`src/rtl/avmm_gpio_pio.sv`:
```
// Avalon-MM general-purpose I/O: synchronised and debounced inputs with
// per-bit edge capture and a masked level interrupt, plus an output register
// with atomic set/clear aliases. Single clock domain, async active-low reset.
module avmm_gpio_pio #(
  parameter int                   IN_WIDTH        = 8,
  parameter int                   OUT_WIDTH       = 8,
  parameter int                   DEBOUNCE_CYCLES = 50000,
  parameter int                   EDGE_MODE       = 0,
  parameter logic [OUT_WIDTH-1:0] OUT_RESET       = '0
) (
  input  logic                 clk_clk,
  input  logic                 reset_reset_n,
  input  logic [2:0]           avs_address,
  input  logic                 avs_read,
  input  logic                 avs_write,
  input  logic [31:0]          avs_writedata,
  output logic [31:0]          avs_readdata,
  output logic                 irq,
  input  logic [IN_WIDTH-1:0]  pio_in_export,
  output logic [OUT_WIDTH-1:0] pio_out_export
);

  logic [IN_WIDTH-1:0]  sync_meta;
  logic [IN_WIDTH-1:0]  sync;
  logic [IN_WIDTH-1:0]  stable;
  logic [IN_WIDTH-1:0]  stable_d;
  logic [IN_WIDTH-1:0]  edge_hit;
  logic [IN_WIDTH-1:0]  edge_capture;
  logic [IN_WIDTH-1:0]  irq_mask;
  logic [IN_WIDTH-1:0]  cap_clear;
  logic [OUT_WIDTH-1:0] out_reg;
  logic [31:0]          rd_word;
  logic                 wr_out;
  logic                 wr_mask;
  logic                 wr_cap;
  logic                 wr_set;
  logic                 wr_clr;
  logic                 wdata_unused;

  // Upper write-data bits are not stored when the port widths are narrow.
  assign wdata_unused = ^avs_writedata;

  assign wr_out  = avs_write && (avs_address == 3'd1);
  assign wr_mask = avs_write && (avs_address == 3'd2);
  assign wr_cap  = avs_write && (avs_address == 3'd3);
  assign wr_set  = avs_write && (avs_address == 3'd4);
  assign wr_clr  = avs_write && (avs_address == 3'd5);

  // Two-flop synchroniser for the asynchronous input pins.
  always_ff @(posedge clk_clk or negedge reset_reset_n) begin
    if (!reset_reset_n) begin
      sync_meta <= '0;
      sync      <= '0;
    end else begin
      sync_meta <= pio_in_export;
      sync      <= sync_meta;
    end
  end

  if (DEBOUNCE_CYCLES == 0) begin : g_bypass
    // Debounce bypassed: stable simply follows the synchronised input.
    always_ff @(posedge clk_clk or negedge reset_reset_n) begin
      if (!reset_reset_n) stable <= '0;
      else                stable <= sync;
    end
  end else begin : g_debounce
    localparam int CNT_W = $clog2(DEBOUNCE_CYCLES + 1);
    localparam logic [CNT_W-1:0] CNT_LAST = CNT_W'(DEBOUNCE_CYCLES - 1);

    logic [CNT_W-1:0] cnt [IN_WIDTH];

    // Per-bit mismatch counter; a change is accepted once it has persisted
    // for DEBOUNCE_CYCLES consecutive cycles, any return to stable restarts it.
    always_ff @(posedge clk_clk or negedge reset_reset_n) begin
      if (!reset_reset_n) begin
        stable <= '0;
        for (int unsigned i = 0; i < IN_WIDTH; i++) cnt[i] <= '0;
      end else begin
        for (int unsigned i = 0; i < IN_WIDTH; i++) begin
          if (sync[i] == stable[i]) begin
            cnt[i] <= '0;
          end else if (cnt[i] == CNT_LAST) begin
            stable[i] <= sync[i];
            cnt[i]    <= '0;
          end else begin
            cnt[i] <= cnt[i] + CNT_W'(1);
          end
        end
      end
    end
  end

  // Previous stable value, used for edge detection.
  always_ff @(posedge clk_clk or negedge reset_reset_n) begin
    if (!reset_reset_n) stable_d <= '0;
    else                stable_d <= stable;
  end

  // Edge qualification selected by EDGE_MODE.
  always_comb begin
    edge_hit = '0;
    case (EDGE_MODE)
      0:       edge_hit = stable & ~stable_d;
      1:       edge_hit = ~stable & stable_d;
      default: edge_hit = stable ^ stable_d;
    endcase
  end

  assign cap_clear = wr_cap ? avs_writedata[IN_WIDTH-1:0] : '0;

  // Edge capture with write-1-to-clear; a new edge in the same cycle wins.
  always_ff @(posedge clk_clk or negedge reset_reset_n) begin
    if (!reset_reset_n) edge_capture <= '0;
    else                edge_capture <= (edge_capture & ~cap_clear) | edge_hit;
  end

  // Interrupt mask register.
  always_ff @(posedge clk_clk or negedge reset_reset_n) begin
    if (!reset_reset_n)  irq_mask <= '0;
    else if (wr_mask)    irq_mask <= avs_writedata[IN_WIDTH-1:0];
  end

  // Registered level interrupt from pending, unmasked capture bits.
  always_ff @(posedge clk_clk or negedge reset_reset_n) begin
    if (!reset_reset_n) irq <= 1'b0;
    else                irq <= |(edge_capture & irq_mask);
  end

  // Output register with direct, set and clear write aliases.
  always_ff @(posedge clk_clk or negedge reset_reset_n) begin
    if (!reset_reset_n) out_reg <= OUT_RESET;
    else if (wr_out)    out_reg <= avs_writedata[OUT_WIDTH-1:0];
    else if (wr_set)    out_reg <= out_reg | avs_writedata[OUT_WIDTH-1:0];
    else if (wr_clr)    out_reg <= out_reg & ~avs_writedata[OUT_WIDTH-1:0];
  end

  assign pio_out_export = out_reg;

  // Read mux over the current (pre-write) register contents.
  always_comb begin
    rd_word = '0;
    case (avs_address)
      3'd0: rd_word[IN_WIDTH-1:0]  = stable;
      3'd1: rd_word[OUT_WIDTH-1:0] = out_reg;
      3'd2: rd_word[IN_WIDTH-1:0]  = irq_mask;
      3'd3: rd_word[IN_WIDTH-1:0]  = edge_capture;
      3'd6: begin
        rd_word[5:0]   = 6'(IN_WIDTH);
        rd_word[13:8]  = 6'(OUT_WIDTH);
        rd_word[17:16] = 2'(EDGE_MODE);
      end
      default: ;
    endcase
  end

  // Read data register: latency 1, held until the next read.
  always_ff @(posedge clk_clk or negedge reset_reset_n) begin
    if (!reset_reset_n) avs_readdata <= '0;
    else if (avs_read)  avs_readdata <= rd_word;
  end

endmodule

```
`config.mk`:
```
export PLATFORM = sky130hd
export DESIGN_NAME = avmm_gpio_pio
export DESIGN_NICKNAME = d
export VERILOG_FILES = /design/src/rtl/avmm_gpio_pio.sv
export SDC_FILE = /design/constraint.sdc
export NUM_CORES = 1
export LEC_CHECK = 0
export BUFFER_PORTS_ARGS = -buffer_cell sky130_fd_sc_hd__buf_2
export CORE_MARGIN = 4
export CORE_UTILIZATION = 54
export CTS_CLUSTER_SIZE = 30
export DETAILED_ROUTE_END_ITERATION = 6
export PLACE_DENSITY = 0.84
export SETUP_SLACK_MARGIN = 0.02
export SYNTH_ARGS = -nofsm -noshare
export SYNTH_HDL_FRONTEND = slang
export SYNTH_SLANG_ARGS = --single-unit
```
`constraint.sdc`:
```
create_clock -name clk_clk -period 1.7 [get_ports clk_clk]
set_clock_uncertainty 0.05 [all_clocks]
set_input_delay 0.17 -clock clk_clk [delete_from_list [all_inputs] [get_ports clk_clk]]
set_output_delay 0.17 -clock clk_clk [all_outputs]
set_load 0.02 [all_outputs]
```
== Yosys cells after proc, flatten, opt, wreduce, memory -nomap -nowiden ==
Index checks and enable logic that the tools add are counted.
Widths: inputs -> output; s select.

* Flip-flop bits (word level): 199
* Output and inout port bits: 41
* Word-level logic and storage cells: 110
* Input bits: 47

* Bitwise operators: 17
* Reductions and logical operators: 16
* Muxes and demuxes: 23
* Equality and inequality tests: 22
* Add/subtract/negate cells: 8

{| class="wikitable"
|+ Operators with widths
! operator !! number
|-
| $mux 16 || 16
|-
| $add 16x1->16 const B || 8
|-
| $eq 16x16->1 const B || 8
|-
| $and 8x8->8 || 4
|-
| $mux 8 || 4
|-
| $pmux 6 s5 || 1
|-
| $not 8->8 || 3
|-
| $or 8x8->8 || 2
|-
| $reduce_and 2->1 || 8
|-
| $eq 3x3->1 const B || 3
|-
| $eq 1x1->1 || 8
|-
| $not 1->1 || 8
|-
| $pmux 2 s4 || 1
|-
| $reduce_or 8->1 || 1
|-
| $eq 3x2->1 const B || 2
|-
| $logic_and 1x1->1 || 5
|-
| $mux 4 || 1
|-
| $eq 3x1->1 const B || 1
|-
| $logic_not 3->1 || 1
|-
| $reduce_bool 3->1 || 1
|}

== Logic depth before layout (Yosys ltp) ==
* Depth after elaboration: 6
* Gate-level depth with buffers: 5
* Gate-level depth less buffers: 5

== Worst setup path after synthesis ==
OpenSTA, ideal clock, no wires.

* Path kind: reg2reg
* From: register g_debounce.cnt[58] in the netlist's numbering
* To: register g_debounce.cnt[62] in the netlist's numbering
* Cell stages (with the launch flop): 5
* Slack: -2 ps
* Arrival: 1,534 ps
* Period minus slack after synthesis: 1,702 ps
* Setup time: 119 ps
* Cell sequence: dfrtp_1 or3_1 o41ai_4 buf_6 nor2_1

* Cells in the longest elaborated chain, start to end: 3
* Elaborated cells between the ends (all ways): 4
* Those cells by class: add/sub: 1; eq/ne: 1; mux: 2

{| class="wikitable"
|+ RTL lines
! item !! line !! source
|-
| start: declaration || 70 || <nowiki>logic [CNT_W-1:0] cnt [IN_WIDTH];</nowiki>
|-
| start signal: indexed assignment || 86 || <nowiki>cnt[i] <= cnt[i] + CNT_W'(1);</nowiki>
|-
| $add 16x1->16 / $eq 16x16->1 (equally long branches) || 86, 82 ||
|-
| $mux 16 (*) || 82 || <nowiki>end else if (cnt[i] == CNT_LAST) begin</nowiki>
|-
| $mux 16 (*) || 80 || <nowiki>if (sync[i] == stable[i]) begin</nowiki>
|}

Every way passes the cells marked *; elsewhere a longest branch is shown, timed or not.
A chain may end at the register's enable or synchronous reset.

== Final worst setup path ==
* From: register g_debounce.cnt[59] in the netlist's numbering
* To: register g_debounce.cnt[50] in the netlist's numbering

* Cells in the longest elaborated chain, start to end: 3

{| class="wikitable"
|+ RTL lines
! item !! line
|-
| $eq 16x16->1 || 82
|-
| $mux 16 || 82
|-
| $mux 16 || 80
|}

No other way between the ends.

==> impl_metrics.py <==
metrics = {
    "sta": {
        "fin_crit_ns": 1.89,
        "fmax_ghz": 0.529,
        "setup_viol": 102,
        "period_share_pct": 111,
        "worstMarginPinSlew_ns": 0.501,
        "hold_viol": 0,
        "setup_slack_ns": -0.192,
        "rsz0062_at_grt": "true",
        "drv_slew": 0,
        "max_slew_margin_pct": 66.5,
    },
    "logic_synthesis": {
        "synth_warnings": 0,
        "yosys-top-cells-count": "194 x dfrtp_1, 171 x nor2_1, 104 x xnor2_1",
        "synth_seq_area_share_pct": 53.2,
        "syn_inst": 851,
        "syn_area_mm2": 0.00912,
        "synth_top_cell_by_area": "dfrtp_1",
        "synth_edf_count": 0,
        "synthDistinctLibCells": 35,
        "avgSynthCellArea_um2": 10.7,
        "synth-seq-cells": 194,
        "yosysMostFrequentCell": "dfrtp_1",
        "ys.flop_type": "dfrtp_1",
        "yosys-top-cells-area": "dfrtp_1 53%, xnor2_1 10%, nor2_1 7.0%, nor4_1 2.9%, o41ai_4 2.4%",
        "synth_top_cell_area_share_pct": 53.2,
        "synthArstFlopShare_pct": 100,
    },
    "routing": {
        "drcViolationCount": 0,
        "drtIter0Drc": 519,
        "vias": 7071,
        "via_per_inst": 5.62,
        "wl_um": 22900,
        "wl_per_cell_um": 18.2,
        "ant_nets": 0,
        "firstDrtPassIters": 5,
    },
    "clock_tree": {
        "clockBufferDepth": 2,
        "clk_latency_ns": 0.43,
        "cts_root_buf": "clkbuf_16",
        "cts.sinks": 194,
        "cts_tree": "done",
        "cts.htree.levels": 4,
        "cts_buffers": 17,
        "clk_pin_slew_ns": 0.07,
    },
    "die": {
        "dieHeight_um": 138,
        "rows": 47,
        "start_util_pct": 55.0,
        "design.core.area_mm2": 0.0166,
        "dieArea_mm2": 0.0190,
        "io_pins": 88,
        "die_w_um": 138,
    },
    "cells_and_area": {
        "synthToLayoutAreaGrowth_pct": 29.4,
        "drive_gt1_share_pct": 33.2,
        "stdcell_count": 1259,
        "fin_nets": 1082,
        "final_util_pct": 71.2,
        "n_antenna_cell": 0,
    },
    "critical_path": {
        "critPathMaxStageDelay_ns": 0.52,
        "path_class": "reg -> reg",
        "required_ns": 1.97,
        "cp_cell_sequence": "or3_4, buf_6, o41ai_4, buf_4, nor2_1",
        "rrSetupSlack_ns": -0.19,
        "rr_endpoint": "g_debounce.cnt[50]",
        "reg2reg_from": "g_debounce.cnt[59]",
        "r2r_cells": 5,
        "critPathCaptureType": "flip-flop",
        "critPathSlowestCell": "o41ai_4",
        "worstPathMaxFanout": 4,
        "cp-start-kind": "flip-flop",
        "crit_arrival_ns": 2.16,
    },
    "placement": {
        "portBuffers": 40,
        "hpwl_um": 13100,
        "dp_cells": 1187,
        "routabilityCongestion": 0.828,
    },
    "pwr": {
        "intPower_mw": 7.07,
        "power_frac_seq_pct": 51.9,
        "pwr-share-comb_pct": 9.1,
        "ir_drop_uv": 804,
        "p_switching_mw": 2.35,
        "leakage_nw": 4.82,
        "power_frac_clock_pct": 39.0,
        "swShare_pct": 24.9,
        "power_density_mw_per_mm2": 798,
    },
    "worst_hold_path": {
        "hold_path_end": "avs_readdata[11]",
        "hold_class": "in -> reg",
        "min_path_cells": 2,
        "hold_start": "avs_read",
    },
    "global_routing": {
        "grt_pass1_wl_um": 32200,
        "grt_overflow": 0,
        "grt_max_degree": 47,
        "antenna_found_initial": 0,
        "grt_pass1_vias": 6646,
        "grtUsageTotal_pct": 21.6,
    },
    "run_status": {
        "status": "finished, violations left",
        "violations": "setup timing",
    },
    "flow_run": {
        "maxCapViolCount": 0,
    },
}
## per-stage QoR
stage | power, mW | setup TNS (ns) | cell area (µm²) | hold WS, ns | setup WS, ns
2_1_floorplan | 5.37 | 0 | 9210 | -0.176 | 0.0158
3_3_place_gp | 5.62 | -0.0191 | 10100 | 0.0631 | -0.0133
3_5_place_dp | 5.66 | -2.31 | 10100 | 0.0678 | -0.153
4_1_cts | 9.33 | -1.54 | 11100 | 0.0153 | -0.0483
5_1_grt | 9.77 | -15.25 | 11800 | 0.0172 | -0.235
6_report | 9.42 | -8.88 | 11800 | 0.0392 | -0.192
## power by group through the flow
stage	combinational (mW)	sequential [mW]	clock (mW)
after global placement	0.671	4.95	0
after CTS	0.753	4.88	3.70
after floorplan	0.393	4.98	0
after global routing	0.930	4.90	3.94
after detailed placement	0.697	4.96	0
final	0.858	4.89	3.68
## cell type report
class / instances / area, µm²
clock buffers: 22 / 474
clock inverters: 9 / 58.8
fillers: 1010 / 4780
inverters: 55 / 206
multi-input cells: 586 / 4560
flip-flops and latches: 194 / 4850
well taps: 220 / 275
repair buffers: 173 / 1370
## what timing repair did
item	in CTS	in global routing
hold endpoints to repair	199	0
resized for setup	40	145
hold buffers	17	0
cloned	2	3
setup buffers	3	16
setup endpoints to repair	75	133
pin swaps	44	56
## worst max path at each step
stage | start | endpoint | slack [ns]
6_report | g_debounce.cnt[59] | g_debounce.cnt[50] | -0.19
5_1_grt | g_debounce.cnt[59] | g_debounce.cnt[50] | -0.24
4_1_cts | g_debounce.cnt[77] | stable[3] | -0.05
3_5_place_dp | g_debounce.cnt[92] | stable[2] | -0.15
3_3_place_gp | g_debounce.cnt[61] | stable[4] | -0.01
2_1_floorplan | g_debounce.cnt[108] | g_debounce.cnt[110] | 0.02
## cell families after synthesis
family,synth area share [%]
buffers and inverters,5.46
adders and majority gates,1.10
and+or+nand+nor,19.4
muxes,4.06
AOI/OAI and AO/OA,5.24
xor gates and xnor gates,11.5
other,0.0411
DFF,53.2
## registers in the layout, indices dropped and copies added (netlist names), named ones only
name,cells
sync_meta,8
irq,1
edge_capture,8
stable,8
sync,8
g_debounce.cnt,128
stable_d,8
avs_readdata,9
irq_mask,8
## per-layer routing
metal | part of all wire (%) | wire length, µm | vias to the layer above | track usage, %
met3 | 6.5 | 1480 | 68 | 6.06
li1 | - | - | 3212 | -
met5 | 0 | 0 | - | 0
met4 | 4.3 | 975 | 0 | 6.97
met1 | 39 | 8990 | 3513 | 27.7
met2 | 50 | 11500 | 278 | 35.7
## placed cells by master, fill, tap and decap left out, types with 5 or more instances in the layout
| cell type | synthesis | final |
|---|---|---|
| o41ai_4 | 8 | 8 |
| mux2_2 | 16 | 12 |
| conb_1 | 1 | 23 |
| nor2_1 | 171 | 95 |
| buf_6 | 8 | 14 |
| or3_4 | 4 | 6 |
| nor4_1 | 42 | 14 |
| inv_1 | 55 | 55 |
| nand2_1 | 35 | 35 |
| a21oi_1 | 8 | 8 |
| nand3_1 | 43 | 34 |
| nand3_2 | 0 | 8 |
| nand4_1 | 25 | 25 |
| mux4_2 | 8 | 8 |
| a22o_1 | 8 | 8 |
| dlygate4sd3_1 | 0 | 17 |
| nor3_1 | 24 | 24 |
| ha_1 | 8 | 6 |
| a211oi_1 | 8 | 8 |
| o22ai_1 | 7 | 7 |
| xor2_1 | 16 | 16 |
| nor4_4 | 0 | 5 |
| buf_4 | 23 | 97 |
| nand3b_1 | 6 | 6 |
| buf_2 | 2 | 39 |
| xnor2_1 | 104 | 104 |
| clkbuf_16 | 0 | 18 |
| nor4_2 | 0 | 23 |
| nor2_4 | 0 | 37 |
| nor2_2 | 0 | 39 |
| dfrtp_1 | 194 | 194 |
## worst max-delay path: cells and delay by family (launching register included)
kind            cells  cell delay, ns
flops               1            0.38
simple gates        2            0.45
buf+inv             2            0.38
compound gates      1            0.52
No activity file was read; power rests on OpenSTA's default activity.
